**config.mk**
```make
export PLATFORM = sky130hd
export DESIGN_NAME = dac_frame_sequencer_flat
export DESIGN_NICKNAME = d
export VERILOG_FILES = /design/src/rtl/dac_frame_sequencer_if.sv /design/src/rtl/dac_frame_sequencer.sv /design/src/flat_wrapper.sv
export SDC_FILE = /design/constraint.sdc
export NUM_CORES = 1
export LEC_CHECK = 0
export CAP_MARGIN = 0
export CORE_UTILIZATION = 49
export CTS_CLUSTER_DIAMETER = 40
export CTS_CLUSTER_SIZE = 10
export DETAILED_ROUTE_END_ITERATION = 8
export PLACE_DENSITY = 0.74
export RECOVER_POWER = 50
export SYNTH_ARGS = -nofsm -noshare
export SYNTH_HDL_FRONTEND = slang
export SYNTH_SLANG_ARGS = --single-unit
export TNS_END_PERCENT = 1
```
**constraint.sdc**
```tcl
create_clock -name clk -period 1.85 [get_ports clk]
set_input_delay 0.37 -clock clk [delete_from_list [all_inputs] [get_ports clk]]
set_output_delay 0.37 -clock clk [all_outputs]
set_load 0.005 [all_outputs]
```
**src/rtl/dac_frame_sequencer_if.sv**
```systemverilog
// rtl/dac_frame_sequencer_if.sv - sample stream handshake into the DAC frame sequencer
// Signals: s_data (N-bit sample, MSB first on the serial line), s_valid, s_ready.
// Modports: master = sample source, slave = sequencer.
interface dac_frame_sequencer_if #(
    parameter int N = 12
) ();
    logic [N-1:0] s_data;
    logic         s_valid;
    logic         s_ready;

    modport master (output s_data, output s_valid, input s_ready);
    modport slave  (input s_data, input s_valid, output s_ready);
endinterface

```
**src/rtl/dac_frame_sequencer.sv**
```systemverilog
// rtl/dac_frame_sequencer.sv - paced serialiser feeding a 12-bit serial-input DAC
// Accepts samples into a one-entry holding buffer and, on every sample-rate tick,
// shifts the held word MSB-first on SI with SI_en high, then pulses soc for one cycle.
// Ports:
//   clk, rst       clock, synchronous active-high reset
//   enable         run control; low holds the period counter at 0 (no ticks)
//   s              sample stream (slave modport: s_data, s_valid, s_ready)
//   SI, SI_en      serial data / shift enable to the DAC
//   soc            start-of-conversion pulse, one cycle per frame
//   busy           frame (shift or convert) in progress
//   underrun       one-cycle pulse when a tick finds the buffer empty
//   underrun_cnt   saturating count of underrun pulses
// Optional feature: define DAC_SEQ_REPEAT_ON_UNDERRUN_EN to replay the last word
// on an empty-buffer tick instead of skipping the frame.
module dac_frame_sequencer #(
    parameter int N      = 12,
    parameter int PERIOD = 32
) (
    input  logic                  clk,
    input  logic                  rst,
    input  logic                  enable,
    dac_frame_sequencer_if.slave  s,
    output logic                  SI,
    output logic                  SI_en,
    output logic                  soc,
    output logic                  busy,
    output logic                  underrun,
    output logic [7:0]            underrun_cnt
);
    localparam int          BW       = $clog2(N);
    localparam logic [15:0] CNT_LAST = 16'(PERIOD - 1);
    localparam logic [N-1:0] MID     = {1'b1, {(N-1){1'b0}}};

    typedef enum logic [1:0] {IDLE, SHIFT, CONV} state_t;

    state_t         state;
    state_t         state_nxt;
    logic [15:0]    cnt;
    logic           tick;
    logic           buf_full;
    logic [N-1:0]   buf_data;
    logic [N-1:0]   shreg;
    logic [N-1:0]   last_word;
    logic [N-1:0]   shift_src;
    logic [BW-1:0]  bit_cnt;
    logic           take_buf;
    logic           load_shift;
    logic           underrun_evt;

    // Sample-rate pacing; gating tick with enable keeps a disabled cycle tick-free
    // even while the counter still shows its last value.
    always_ff @(posedge clk) begin
        if (rst) begin
            cnt <= '0;
        end else if (!enable || cnt == CNT_LAST) begin
            cnt <= '0;
        end else begin
            cnt <= cnt + 16'd1;
        end
    end

    assign tick = enable && (cnt == CNT_LAST);

    // Replay source is only selected when the buffer is empty.
    assign shift_src = buf_full ? buf_data : last_word;

    always_ff @(posedge clk) begin
        if (rst) begin
            state <= IDLE;
        end else begin
            state <= state_nxt;
        end
    end

    always_comb begin
        state_nxt    = state;
        take_buf     = 1'b0;
        load_shift   = 1'b0;
        underrun_evt = 1'b0;
        case (state)
            IDLE: begin
                if (tick) begin
                    if (buf_full) begin
                        take_buf   = 1'b1;
                        load_shift = 1'b1;
                        state_nxt  = SHIFT;
                    end else begin
                        underrun_evt = 1'b1;
`ifdef DAC_SEQ_REPEAT_ON_UNDERRUN_EN
                        load_shift   = 1'b1;
                        state_nxt    = SHIFT;
`else
                        state_nxt    = IDLE;
`endif
                    end
                end
            end
            SHIFT: begin
                if (bit_cnt == BW'(N - 1)) begin
                    state_nxt = CONV;
                end
            end
            CONV: begin
                state_nxt = IDLE;
            end
            default: begin
                state_nxt = IDLE;
            end
        endcase
    end

    always_ff @(posedge clk) begin
        if (rst) begin
            buf_full     <= 1'b0;
            buf_data     <= '0;
            shreg        <= '0;
            last_word    <= MID;
            bit_cnt      <= '0;
            underrun     <= 1'b0;
            underrun_cnt <= 8'd0;
        end else begin
            // Load only into an empty buffer, so load and consume never coincide.
            if (take_buf) begin
                buf_full <= 1'b0;
            end else if (s.s_valid && !buf_full) begin
                buf_full <= 1'b1;
                buf_data <= s.s_data;
            end

            if (load_shift) begin
                shreg     <= shift_src;
                last_word <= shift_src;
                bit_cnt   <= '0;
            end else if (state == SHIFT) begin
                shreg   <= {shreg[N-2:0], 1'b0};
                bit_cnt <= bit_cnt + BW'(1);
            end

            underrun <= underrun_evt;
            if (underrun_evt && underrun_cnt != 8'hFF) begin
                underrun_cnt <= underrun_cnt + 8'd1;
            end
        end
    end

    assign s.s_ready = !buf_full;
    assign SI_en     = (state == SHIFT);
    assign SI        = (state == SHIFT) && shreg[N-1];
    assign soc       = (state == CONV);
    assign busy      = (state != IDLE);
endmodule

```
**src/flat_wrapper.sv**
```systemverilog
// flat-port wrapper written by rule: the top's interface ports become plain ports
module dac_frame_sequencer_flat 
#(
    parameter int N      = 12,
    parameter int PERIOD = 32
)
  (clk, rst, enable, SI, SI_en, soc, busy, underrun, underrun_cnt, s_s_data, s_s_valid, s_s_ready);
  dac_frame_sequencer_if #(.N(N)) s_i ();
  input  logic clk;
  input  logic rst;
  input  logic enable;
  output logic SI;
  output logic SI_en;
  output logic soc;
  output logic busy;
  output logic underrun;
  output logic [7:0] underrun_cnt;
  input wire logic [$bits(s_i.s_data)-1:0] s_s_data;
  input wire logic [$bits(s_i.s_valid)-1:0] s_s_valid;
  output wire logic [$bits(s_i.s_ready)-1:0] s_s_ready;
  assign s_i.s_data = s_s_data;
  assign s_i.s_valid = s_s_valid;
  assign s_s_ready = s_i.s_ready;
  dac_frame_sequencer #(.N(N), .PERIOD(PERIOD)) u_core (.clk(clk), .rst(rst), .enable(enable), .s(s_i), .SI(SI), .SI_en(SI_en), .soc(soc), .busy(busy), .underrun(underrun), .underrun_cnt(underrun_cnt));
endmodule
```
* After elaboration in Yosys (flattened, before gate mapping) *
Cells that the tools add are included.

storage, ports and cells
  bits in registers = 68
  word-level logic and storage cells = 47
  bits of input ports = 16
  output and inout port bits = 14

cells by class
  multiplexer cells = 13
  equal/unequal tests = 7
  add/subtract/negate cells = 3
  bitwise gates (word level) = 1
  reduce and logical (&&, ||, !) cells = 14

operator list
  operator                                                count
  two-way mux 12 bit                                      3
  adder 16 x 1 -> 16 bit (second input constant)          1
  == test 16 x 5 -> 1 bit (second input constant)         1
  adder 8 x 1 -> 8 bit (second input constant)            1
  inequality test 8 bit (second input constant)           1
  two-way mux 1 bit                                       7
  adder 4 x 1 -> 4 bit (second input constant)            1
  == test 4 bit (second input constant)                   1
  logical AND 1 bit                                       4
  two-way mux 2 bit                                       2
  inequality test 2 x 1 -> 1 bit (second input constant)  2
  one-hot mux 2 bit (2 select lines)                      1
  AND reduction 2 bit                                     2
  nonzero test 2 bit                                      2
  OR reduction 2 bit                                      2
  == test 2 x 1 -> 1 bit (second input constant)          1
  == test 2 bit (second input constant)                   1
  zero test 1 bit                                         2
  zero test 2 bit                                         1
  logical OR 1 bit                                        1
  NOT 1 bit                                               1

* Depth between registers and ports, before layout *
Gate-level depths: netlist (run 1).

  depth after elaboration = 6
  depth in mapped cells = 7
  depth with buffers taken out = 5

* Least setup slack after synthesis (run 1) *
No wires, ideal clock.

  kind = reg-to-reg
  start point = register u_core.cnt[0]
  end point = register u_core.underrun_cnt[6]
  data arrival time = 1.751 ns
  setup slack = -0.015 ns
  data required time = 1.736 ns
  stages on the path, launching flop included = 8
  clock period less this slack = 1.865 ns
  library setup time = 0.114 ns
  cell sequence = dfxtp_1 ha_1 and4_1 buf_6 nand4_1 buf_2 o311a_2 a21o_1

between the ends
  word-level cells in the longest chain between the ends = 5

RTL lines
  what                      RTL line                    source
  start: declaration        dac_frame_sequencer.sv:38   logic [15:0] cnt;
  start signal: assignment  dac_frame_sequencer.sv:58   cnt <= cnt + 16'd1;
  == test 16 x 5 -> 1 bit   dac_frame_sequencer.sv:62   assign tick = enable && (cnt == CNT_LAST);
  logical AND 1 bit         dac_frame_sequencer.sv:62
  two-way mux 1 bit         dac_frame_sequencer.sv:82   if (tick) begin
  two-way mux 1 bit         dac_frame_sequencer.sv:80   case (state)
  logical AND 1 bit         dac_frame_sequencer.sv:140  if (underrun_evt && underrun_cnt != 8'hFF) begin
  end signal: assignment    dac_frame_sequencer.sv:141  underrun_cnt <= underrun_cnt + 8'd1;
  end: declaration          dac_frame_sequencer.sv:28   output logic [7:0] underrun_cnt

No other way between the ends.
A chain may end at the register's enable or synchronous reset.

* Final worst setup path (run 1) *
  start point = register u_core.state[1]
  end point = register u_core.underrun_cnt[0]

between the ends
  word-level cells in the longest chain between the ends = 3

RTL lines
  what                      RTL line                    source
  start: declaration        dac_frame_sequencer.sv:36   state_t state;
  start signal: assignment  dac_frame_sequencer.sv:71   state <= state_nxt;
  zero test 2 bit           dac_frame_sequencer.sv:80
  two-way mux 1 bit         dac_frame_sequencer.sv:80
  logical AND 1 bit         dac_frame_sequencer.sv:140

No other way between the ends.

==> results.py, run 1 <==
metrics = {
    "sta": {
        "tightest_slew_ps": 400,
        "worst_slew_margin_rel": 0.733,
        "hold_ws_ps": 464,
        "period_minus_slack_ps": 1810,
        "period_share": 0.976,
        "drv_slew": 0,
        "fin_skew_ps": 11.8,
        "rsz0062_at_grt": "true",
        "hold_viol": 0,
        "fmax_ghz": 0.554,
        "setup_viol": 0,
    },
    "cells_and_area": {
        "final_common_cell": "dfxtp_1",
        "seq_area_um2": 1130,
        "num_antenna_cells": 0,
        "drive_gt1_frac": 0.195,
        "nets": 357,
        "final_util": 0.662,
        "multi_input_area_um2": 1290,
        "fillers": 432,
        "final_cell_mix": "dfxtp_1, nand2_1, a21oi_1, clkdlybuf4s50_1, buf_4",
        "area_growth_pct": 27.3,
        "final_area_um2": 3190,
    },
    "die": {
        "core-area_um2": 4820,
        "die_x_um": 73.5,
        "pin_count": 30,
        "initial_core_util": 0.520,
        "die_h_um": 73.5,
        "rows": 25,
        "die_area_um2": 5400,
    },
    "synth": {
        "synth.yosys.seq_area_share": 0.448,
        "synth_area_leaders": "dfxtp_1, a21oi_1, nand2_1",
        "ys_types": 43,
        "synthArstFlopShare": 0,
        "synthCells": 290,
        "synth_warnings": 0,
        "netlist.top_cell.by_area": "dfxtp_1",
        "synth_seq_cells": 56,
        "synth_area_um2": 2500,
        "syn_nets": 309,
        "ys.flop_type": "dfxtp_1",
        "synth_top_area_frac": 0.448,
        "synth.avg_cell_area_um2": 8.63,
        "synth-edff-count": 0,
    },
    "worst_setup_path": {
        "critPathLaunch": "u_core.state[1]$_SDFFE_PP0P_",
        "cp-end-kind": "register",
        "cpPeakStageDelay_ps": 400,
        "cp-start-kind": "register",
        "r2r_end": "u_core.underrun_cnt[0]$_SDFFE_PP0P_",
        "cp_data_required_time_ps": 2110,
        "cp_max_fo": 5,
        "arrival_ps": 2060,
        "critPathBufInv": 1,
        "critical_path.cell_chain": "or3b_4 > a311o_1 > buf_6 > or3_4 > a21oi_2",
        "r2r_cells": 5,
        "critical_path.top_delay_family": "simple AND/OR/NAND/NOR gates",
        "critPathCapture": "u_core.underrun_cnt[0]$_SDFFE_PP0P_",
        "cp_num_cells": 5,
        "reg2reg_from": "u_core.state[1]$_SDFFE_PP0P_",
        "worstSetupPathType": "register to register",
        "reg2reg_setup_slack_ps": 40,
        "critical_path.slowest_cell": "or3b_4",
    },
    "clocking": {
        "clock_latency_ps": 310,
        "cts_tree": "yes",
        "holdBufCountCts": 0,
        "cts_max_level": 2,
        "cts-buffers-inserted": 5,
        "clkSinkCount": 56,
        "cts.path.max_buffers": 2,
        "clockRootBuffer": "clkbuf_8",
        "clkSlewWorstSetupHoldPaths_ps": 100,
    },
    "grt": {
        "grt_pass1_vias": 2119,
        "antenna_found_initial": 0,
        "track_usage": 0.216,
        "grt_start_max_net_pins": 21,
        "grt_overflow": 0,
        "grt_pass1_wl_mm": 9.07,
    },
    "drt": {
        "drt_iter0_markers": 114,
        "ant_nets": 0,
        "drcViolationCount": 0,
        "vias": 2210,
        "drtPass1Iterations": 4,
        "wl_per_cell_um": 12.9,
        "avgViaCountPerCell": 5.44,
        "wl_mm": 5.23,
    },
    "pwr": {
        "max-vdd-ir-drop_mv": 0.390,
        "pwr_density_cell_nw_per_um2": 685,
        "leakagePower_nw": 1.16,
    },
    "status": {
        "status": "finished clean",
    },
    "min_path": {
        "min_path_type": "register to register",
    },
    "flow_run": {
        "max_cap_viol_count": 0,
    },
    "placed_design": {
        "gp_congestion": 0.838,
        "port_buffers": 29,
        "dpl-instance-area_um2": 3030,
        "dp_hpwl_mm": 3.71,
    },
}
==> cells by family (layout without fill, tap and decap cells) <==
logic type,after synthesis,in the layout,share of synthesized area
and+or+nand+nor,119,119,0.250
AOI/OAI and AO/OA,61,61,0.138
DFF,56,56,0.448
buffers and inverters,25,74,0.0470
xor gates and xnor gates,14,14,0.0490
muxes,12,12,0.0535
adders and majority gates,3,3,0.0150
==> repair_timing <==
| item | CTS | global route |
|---|---|---|
| setup endpoints to repair | 9 | 8 |
| pin swaps | 4 | 6 |
| gates resized for setup | 7 | 10 |
| cloned | 0 | 0 |
| setup buffers | 0 | 1 |
==> power by group <==
group	switching, mW	leakage, nW	internal [mW]
logic	0.0680	0.644	0.0692
registers	0.0115	0.455	1.22
clock network	0.402	0.0558	0.410
==> routing by layer <==
layer / wire length [um] / vias to the layer above / track usage
li1: - / 1126 / -
met1: 2420 / 1026 / 0.261
met2: 2500 / 47 / 0.367
met3: 208 / 11 / 0.0494
met4: 97 / 0 / 0.0940
met5: 0 / - / 0
==> cell type report <==
cell class | count | share of cell area
multi-input cells | 209 | 0.406
flip-flops and latches | 56 | 0.354
clock buffers | 6 | 0.0228
clock inverters | 2 | 0.0122
repair buffers | 58 | 0.168
well taps | 67 | 0.0263
inverters | 8 | 0.00982
==> cells in the mapped netlist (2+ instances only) <==
master	number
and4_1	5
inv_1	7
dfxtp_1	56
nor3b_1	2
nor3_1	8
xor2_1	9
xnor2_1	5
and2_1	2
o21ai_0	14
mux2_2	11
a21oi_1	35
o31ai_1	7
clkbuf_1	11
nand3_1	16
buf_2	2
nor4_2	2
nand2_1	37
or4_1	7
ha_1	3
or3_1	3
nand4_1	10
nor2_1	17
==> metrics by stage <==
step | cells | setup TNS (ps) | power, mW | worst slack, ps
final | 406 | 0 | 2.18 | 44.1
after global routing | 406 | -38.2 | 2.26 | -24.1
after CTS | 405 | 0 | 2.20 | 37.9
after detailed placement | 397 | -4510 | 1.40 | -416
after global placement | 397 | -4280 | 1.40 | -375
after floorplan | 290 | 0 | 1.33 | 13.7
==> worst reg2reg max path: stages (launching register included) <==
cell and delay (ps):
dfxtp_2 360, or3b_4 400, a311o_1 390, buf_6 150, or3_4 320, a21oi_2 130
==> state kept, by name, summed over array words and instances (netlist names) <==
register,flops
u_core.underrun,1
u_core.cnt,16
u_core.buf_data,12
u_core.buf_full,1
u_core.underrun_cnt,8
u_core.state,2
u_core.bit_cnt,4
u_core.shreg,12
==> worst min path at each step <==
stage	start	end	slack, ps	cells after the start
2_1_floorplan	u_core.cnt[0]$_SDFF_PP0_	u_core.cnt[0]$_SDFF_PP0_	410	1
3_5_place_dp	u_core.buf_data[1]$_SDFFE_PP0P_	u_core.buf_data[1]$_SDFFE_PP0P_	450	2
5_1_grt	u_core.buf_data[0]$_SDFFE_PP0P_	u_core.buf_data[0]$_SDFFE_PP0P_	480	2
4_1_cts	u_core.buf_data[1]$_SDFFE_PP0P_	u_core.buf_data[1]$_SDFFE_PP0P_	460	2
6_report	u_core.buf_data[7]$_SDFFE_PP0P_	u_core.buf_data[7]$_SDFFE_PP0P_	460	2
3_3_place_gp	u_core.buf_data[7]$_SDFFE_PP0P_	u_core.buf_data[7]$_SDFFE_PP0P_	440	2
No activity file was read; power rests on OpenSTA's default activity.
==> inputs of run 2 (changes only) <==
ABC_AREA = 1   (was unset)
CORE_UTILIZATION = 51   (was 49)
PLACE_DENSITY = 0.75   (was 0.74)
==> run 2 against run 1 <==
Compared with the run above: highest routed layer unchanged; cell count increased by 39%; total power increased by 21%; routed wire length increased by 25%; non-clock buffer count decreased by 15; clock-buffer cell count increased by 6; sequential share of layout area increased by 0.62 points.
==> results.py, run 2 <==
metrics = {
    "sta": {
        "worst_slew_margin_rel": 0.670,
        "layout_setup_ws_ps": 111,
        "tightest_slew_ps": 494,
        "hold_viol": 0,
        "fmax_ghz": 0.575,
        "rsz0062_at_grt": "true",
        "drv_slew": 0,
        "period_share": 0.940,
        "setup_viol": 0,
        "period_minus_slack_ps": 1740,
        "fin_skew_ps": 7.59,
    },
    "cells_and_area": {
        "top_register": "u_core.cnt",
        "num_antenna_cells": 0,
        "drive_gt1_frac": 0.152,
        "nets": 503,
        "area_growth_pct": 16.4,
        "final_area_um2": 3780,
        "final_cell_mix": "nor2_1, nand2_1, dfxtp_1, inv_1, o21ai_0",
        "largest_reg_flops": 16,
        "final_common_cell": "nor2_1",
        "fillers": 567,
    },
    "min_path": {
        "whs_path_depth": 1,
        "holdCritStartpoint": "u_core.cnt[0]$_SDFF_PP0_",
        "hold_end": "u_core.cnt[0]$_SDFF_PP0_",
        "min_path_type": "register to register",
    },
    "worst_setup_path": {
        "reg2reg_from": "u_core.cnt[0]$_SDFF_PP0_",
        "cp-start-kind": "register",
        "cpPeakStageDelay_ps": 440,
        "cp_data_required_time_ps": 1480,
        "critical_path.slowest_cell": "clkdlybuf4s50_1",
        "critical_path.top_delay_family": "buffers and inverters",
        "reg2reg_setup_slack_ps": 160,
        "critical_path.cell_chain": "nor2_1 > inv_1 > clkdlybuf4s50_1",
        "arrival_ps": 1370,
        "r2r_end": "u_core.shreg[1]$_SDFFE_PP0P_",
        "worstSetupPathType": "register to output port",
        "r2r_cells": 10,
        "critPathBufInv": 2,
        "cp_max_fo": 3,
        "cp-end-kind": "output port",
    },
    "drt": {
        "wl_per_cell_um": 11.6,
        "drt_iter0_markers": 57,
        "drcViolationCount": 0,
        "wl_mm": 6.55,
        "ant_nets": 0,
        "avgViaCountPerCell": 5.04,
        "vias": 2839,
        "drtPass1Iterations": 4,
    },
    "grt": {
        "antenna_found_initial": 0,
        "grt_start_max_net_pins": 28,
        "grt_pass1_wl_mm": 11.1,
        "track_usage": 0.218,
        "grt_overflow": 0,
        "grt_pass1_vias": 2632,
    },
    "synth": {
        "ys_types": 35,
        "synth.yosys.seq_area_share": 0.419,
        "synth-edff-count": 0,
        "synth.avg_cell_area_um2": 7.21,
        "synthArstFlopShare": 0,
        "synth_area_um2": 3250,
        "synth_top_area_frac": 0.419,
        "yosysMostFrequentCell": "nor2_1",
        "synthCells": 450,
        "syn_nets": 469,
        "synthTopCellsByCount": "nor2_1, nand2_1, dfxtp_1, inv_1, o21ai_0",
        "synth_warnings": 0,
        "synth_area_leaders": "dfxtp_1, nor2_1, nand2_1",
        "ys.flop_type": "dfxtp_1",
        "netlist.top_cell.by_area": "dfxtp_1",
        "synth_seq_cells": 68,
    },
    "clocking": {
        "cts-buffers-inserted": 9,
        "clkSinkCount": 68,
        "clock_latency_ps": 340,
        "cts_tree": "yes",
        "clockRootBuffer": "clkbuf_8",
        "cts.path.max_buffers": 2,
        "holdBufCountCts": 0,
        "clkSlewWorstSetupHoldPaths_ps": 60,
        "cts_max_level": 3,
    },
    "status": {
        "status": "finished clean",
    },
    "pwr": {
        "pwr_density_cell_nw_per_um2": 699,
        "max-vdd-ir-drop_mv": 0.583,
        "leakagePower_nw": 1.62,
        "p_total_mw": 2.64,
    },
    "die": {
        "core-area_um2": 6030,
        "pin_count": 30,
        "die_area_um2": 6690,
        "die_h_um": 81.8,
        "rows": 28,
        "initial_core_util": 0.539,
        "die_x_um": 81.8,
    },
    "flow_run": {
        "max_cap_viol_count": 0,
    },
    "placed_design": {
        "port_buffers": 29,
        "dp_slack_ps": 121,
        "gp_congestion": 0.781,
        "dpl-instance-area_um2": 3610,
        "dp_hpwl_mm": 4.58,
    },
}
[run 2: worst reg2reg max path: cells and delay by family, from the launching register on]
kind,cells,cell delay (ps)
AO/OA/AOI/OAI,1,80
adder cells (fa/ha/maj),1,220
buffers and inverters,3,350
flip-flops,1,360
AND/OR/NAND/NOR,5,600
[run 2: area by class of cell]
cell class / count / area [um2] / area share
multi-input cells: 305 / 1540 / 0.406
flip-flops and latches: 68 / 1360 / 0.360
repair buffers: 43 / 423 / 0.112
inverters: 57 / 214 / 0.0566
clock buffers: 12 / 135 / 0.0358
well taps: 75 / 93.8 / 0.0248
clock inverters: 3 / 15.0 / 0.00397
[run 2: cell families (layout without fill, tap and decap cells)]
| kind of cell | count (synthesis) | count (layout) | share of synthesized area |
|---|---|---|---|
| buffers and inverters | 77 | 115 | 0.104 |
| flip-flops | 68 | 68 | 0.419 |
| AND/OR/NAND/NOR | 234 | 234 | 0.340 |
| adder cells (fa/ha/maj) | 3 | 3 | 0.0116 |
| XOR/XNOR | 6 | 6 | 0.0162 |
| AO/OA/AOI/OAI | 62 | 62 | 0.109 |
[run 2: metrics by stage]
stage          hold WS (ps)  instances  TNS (ps)  utilization
2_1_floorplan           418        450         0            -
3_3_place_gp            436        546         0        0.599
3_5_place_dp            446        546         0        0.599
4_1_cts                 461        561         0        0.624
5_1_grt                 480        563     -23.5        0.627
6_report                453        563         0        0.627
[run 2: worst max path at each step]
| stage | from | to | slack (ps) | cells past startpoint |
|---|---|---|---|---|
| 2_1_floorplan | u_core.cnt[0]$_SDFF_PP0_ | u_core.last_word[5]$_SDFFE_PP0P_ | 360 | 8 |
| 6_report | u_core.state[0]$_SDFFE_PP0P_ | busy | 110 | 3 |
| 5_1_grt | u_core.state[0]$_SDFFE_PP0P_ | busy | -20 | 3 |
| 3_3_place_gp | enable | u_core.last_word[8]$_SDFFE_PP0P_ | 150 | 5 |
| 4_1_cts | u_core.state[1]$_SDFFE_PP0P_ | SI_en | 20 | 4 |
| 3_5_place_dp | enable | u_core.shreg[3]$_SDFFE_PP0P_ | 120 | 8 |
[run 2: timing repair]
action,in CTS,in global routing
endpoints found under the setup margin,0,3
resized for setup,0,3
buffers inserted,0,1
[run 2: layer usage]
metal  share of wire  up-vias  routed length, um  global-route usage
met5               0        -                  0                   0
li1                -     1486                  -                   -
met4           0.013        0                 84              0.0684
met2            0.50       45               3300               0.393
met1            0.45     1301               2960               0.243
met3           0.033        7                213              0.0667
[run 2: power breakdown]
part           switching (mW)  internal (mW)  leakage, nW
combinational          0.0870         0.0617        0.985
clock                   0.516          0.473       0.0800
sequential             0.0127           1.49        0.551
==> inputs of run 3 (changes only) <==
==> constraint.sdc (replaced) <==
create_clock -name clk -period 1.85 [get_ports clk]
set_input_delay 0.185 -clock clk [delete_from_list [all_inputs] [get_ports clk]]
set_output_delay 0.185 -clock clk [all_outputs]
set_load 0.005 [all_outputs]
==> run 3 against run 2 <==
Compared with the run above: global-route usage shrank 0.53 points; cell count is 0.36% lower; maximum frequency increased by 4.9%; flip-flop and latch count stayed put; sequential power is essentially flat; register-to-register slack better by 30 ps; combinational power decreased by 3%; routed wire length is 2.9% lower; clock-buffer cell count grew 3; die area stayed put; largest power group unchanged; core utilization shrank 0.33 points; critical path depth increased by 4.
==> results.py, run 3 (synthesis gave the netlist of run 2 again) <==
metrics = {
    "status": {
        "status": "finished clean",
    },
    "cells_and_area": {
        "drive_gt1_frac": 0.146,
        "nets": 500,
        "area_growth_pct": 15.8,
        "num_antenna_cells": 0,
        "multi_input_area_um2": 1530,
        "seq_area_um2": 1360,
        "top_register": "u_core.cnt",
        "final_area_um2": 3760,
        "largest_reg_flops": 16,
        "final_common_cell": "nor2_1",
        "fillers": 560,
        "final_cell_mix": "nor2_1, nand2_1, dfxtp_1, inv_1, o21ai_0",
    },
    "worst_setup_path": {
        "cp_data_required_time_ps": 2110,
        "worstSetupPathType": "register to register",
        "cp_max_fo": 11,
        "r2r_cells": 7,
        "cp-end-kind": "register",
        "reg2reg_from": "u_core.cnt[0]$_SDFF_PP0_",
        "critPathLaunch": "u_core.cnt[0]$_SDFF_PP0_",
        "arrival_ps": 1920,
        "cp-start-kind": "register",
    },
    "sta": {
        "worst_slew_margin_rel": 0.640,
        "hold_ws_ps": 428,
        "period_share": 0.896,
        "setup_tns_ps": 0,
        "fin_skew_ps": 4.68,
        "drv_slew": 0,
        "rsz0062_at_grt": "false",
        "tightest_slew_ps": 540,
        "setup_viol": 0,
        "fmax_ghz": 0.603,
        "period_minus_slack_ps": 1660,
        "hold_viol": 0,
        "layout_setup_ws_ps": 192,
    },
    "pwr": {
        "pwr_density_cell_nw_per_um2": 737,
        "leakagePower_nw": 1.61,
        "max-vdd-ir-drop_mv": 0.482,
    },
    "grt": {
        "grt_pass1_vias": 2654,
        "antenna_found_initial": 0,
        "grt_start_max_net_pins": 24,
        "grt_overflow": 0,
        "grt_pass1_wl_mm": 10.9,
        "track_usage": 0.213,
    },
    "clocking": {
        "clkSlewWorstSetupHoldPaths_ps": 70,
        "cts_tree": "yes",
        "cts.path.max_buffers": 2,
        "post-cts-setup-buffer-count": 0,
        "holdBufCountCts": 0,
        "clkSinkCount": 68,
        "clockRootBuffer": "clkbuf_8",
        "clock_latency_ps": 340,
        "cts_resized": 0,
        "cts-buffers-inserted": 9,
        "cts_max_level": 3,
    },
    "die": {
        "die_x_um": 81.8,
        "rows": 28,
        "initial_core_util": 0.539,
        "die_h_um": 81.8,
        "core-area_um2": 6030,
        "pin_count": 30,
        "die_area_um2": 6690,
    },
    "drt": {
        "ant_nets": 0,
        "avgViaCountPerCell": 4.96,
        "wl_per_cell_um": 11.3,
        "drt_iter0_markers": 97,
        "wl_mm": 6.36,
        "drcViolationCount": 0,
        "drtPass1Iterations": 6,
        "vias": 2782,
    },
    "min_path": {
        "holdCritStartpoint": "s_s_data[5]",
        "whs_path_depth": 3,
        "min_path_type": "input port to register",
    },
    "placed_design": {
        "port_buffers": 29,
        "dp_slack_ps": 218,
        "gp_congestion": 0.754,
        "dp_hpwl_mm": 4.50,
        "dpl-instance-area_um2": 3600,
    },
    "flow_run": {
        "max_cap_viol_count": 0,
    },
}
==> run 3: cell types whose count changed in the layout (fill, tap and decap cells not counted), sizes merged <==
cell,delta
clkinv,-2
dlygate4sd3,+7
clkbuf,+2
buf,-2
clkdlybuf4s50,-5
clkdlybuf4s25,-1
dlymetal6s2s,-1
==> run 3: per-stage QoR <==
step,instances,power [mW],utilization
after floorplan,450,1.62,-
after global placement,545,1.68,0.598
after detailed placement,545,1.68,0.598
after CTS,561,2.80,0.628
after global routing,561,2.88,0.624
final,561,2.77,0.624
==> run 3: path summary, 6_finish.rpt <==
path                                                   endpoint  slack, ps
worst max register to register        u_core.cnt[12]$_SDFF_PP0_        190
worst min register to register         u_core.cnt[0]$_SDFF_PP0_        450
worst max-delay path                  u_core.cnt[12]$_SDFF_PP0_        190
worst min-delay path            u_core.buf_data[5]$_SDFFE_PP0P_        430
==> run 3: per-layer routing <==
metal  vias up  GRT usage  routed length, um
met2        37      0.382               3080
met3        16     0.0667                203
met4         0     0.0930                148
met1      1254      0.228               2930
li1       1475          -                  -
met5         -          0                  0
==> run 3: final cells by class <==
class / instances / area share
inverters: 57 / 0.0569
multi-input cells: 305 / 0.407
clock buffers: 15 / 0.0470
repair buffers: 40 / 0.101
flip-flops and latches: 68 / 0.362
well taps: 75 / 0.0250
clock inverters: 1 / 0.00133
==> run 3: worst max-delay path, cell delays in order, from the launching register on <==
cell,delay (ps)
dfxtp_1,320
ha_1,230
nand3_2,120
nor2_4,50
and2_4,150
nor2_1,300
inv_2,190
nor3_1,200
==> run 3: report_power, final <==
group	internal [mW]	switching, mW	leakage, nW	total [mW]
Sequential	1.49	0.0125	0.551	1.50
Combinational	0.0599	0.0851	0.967	0.145
Clock	0.597	0.526	0.0937	1.12
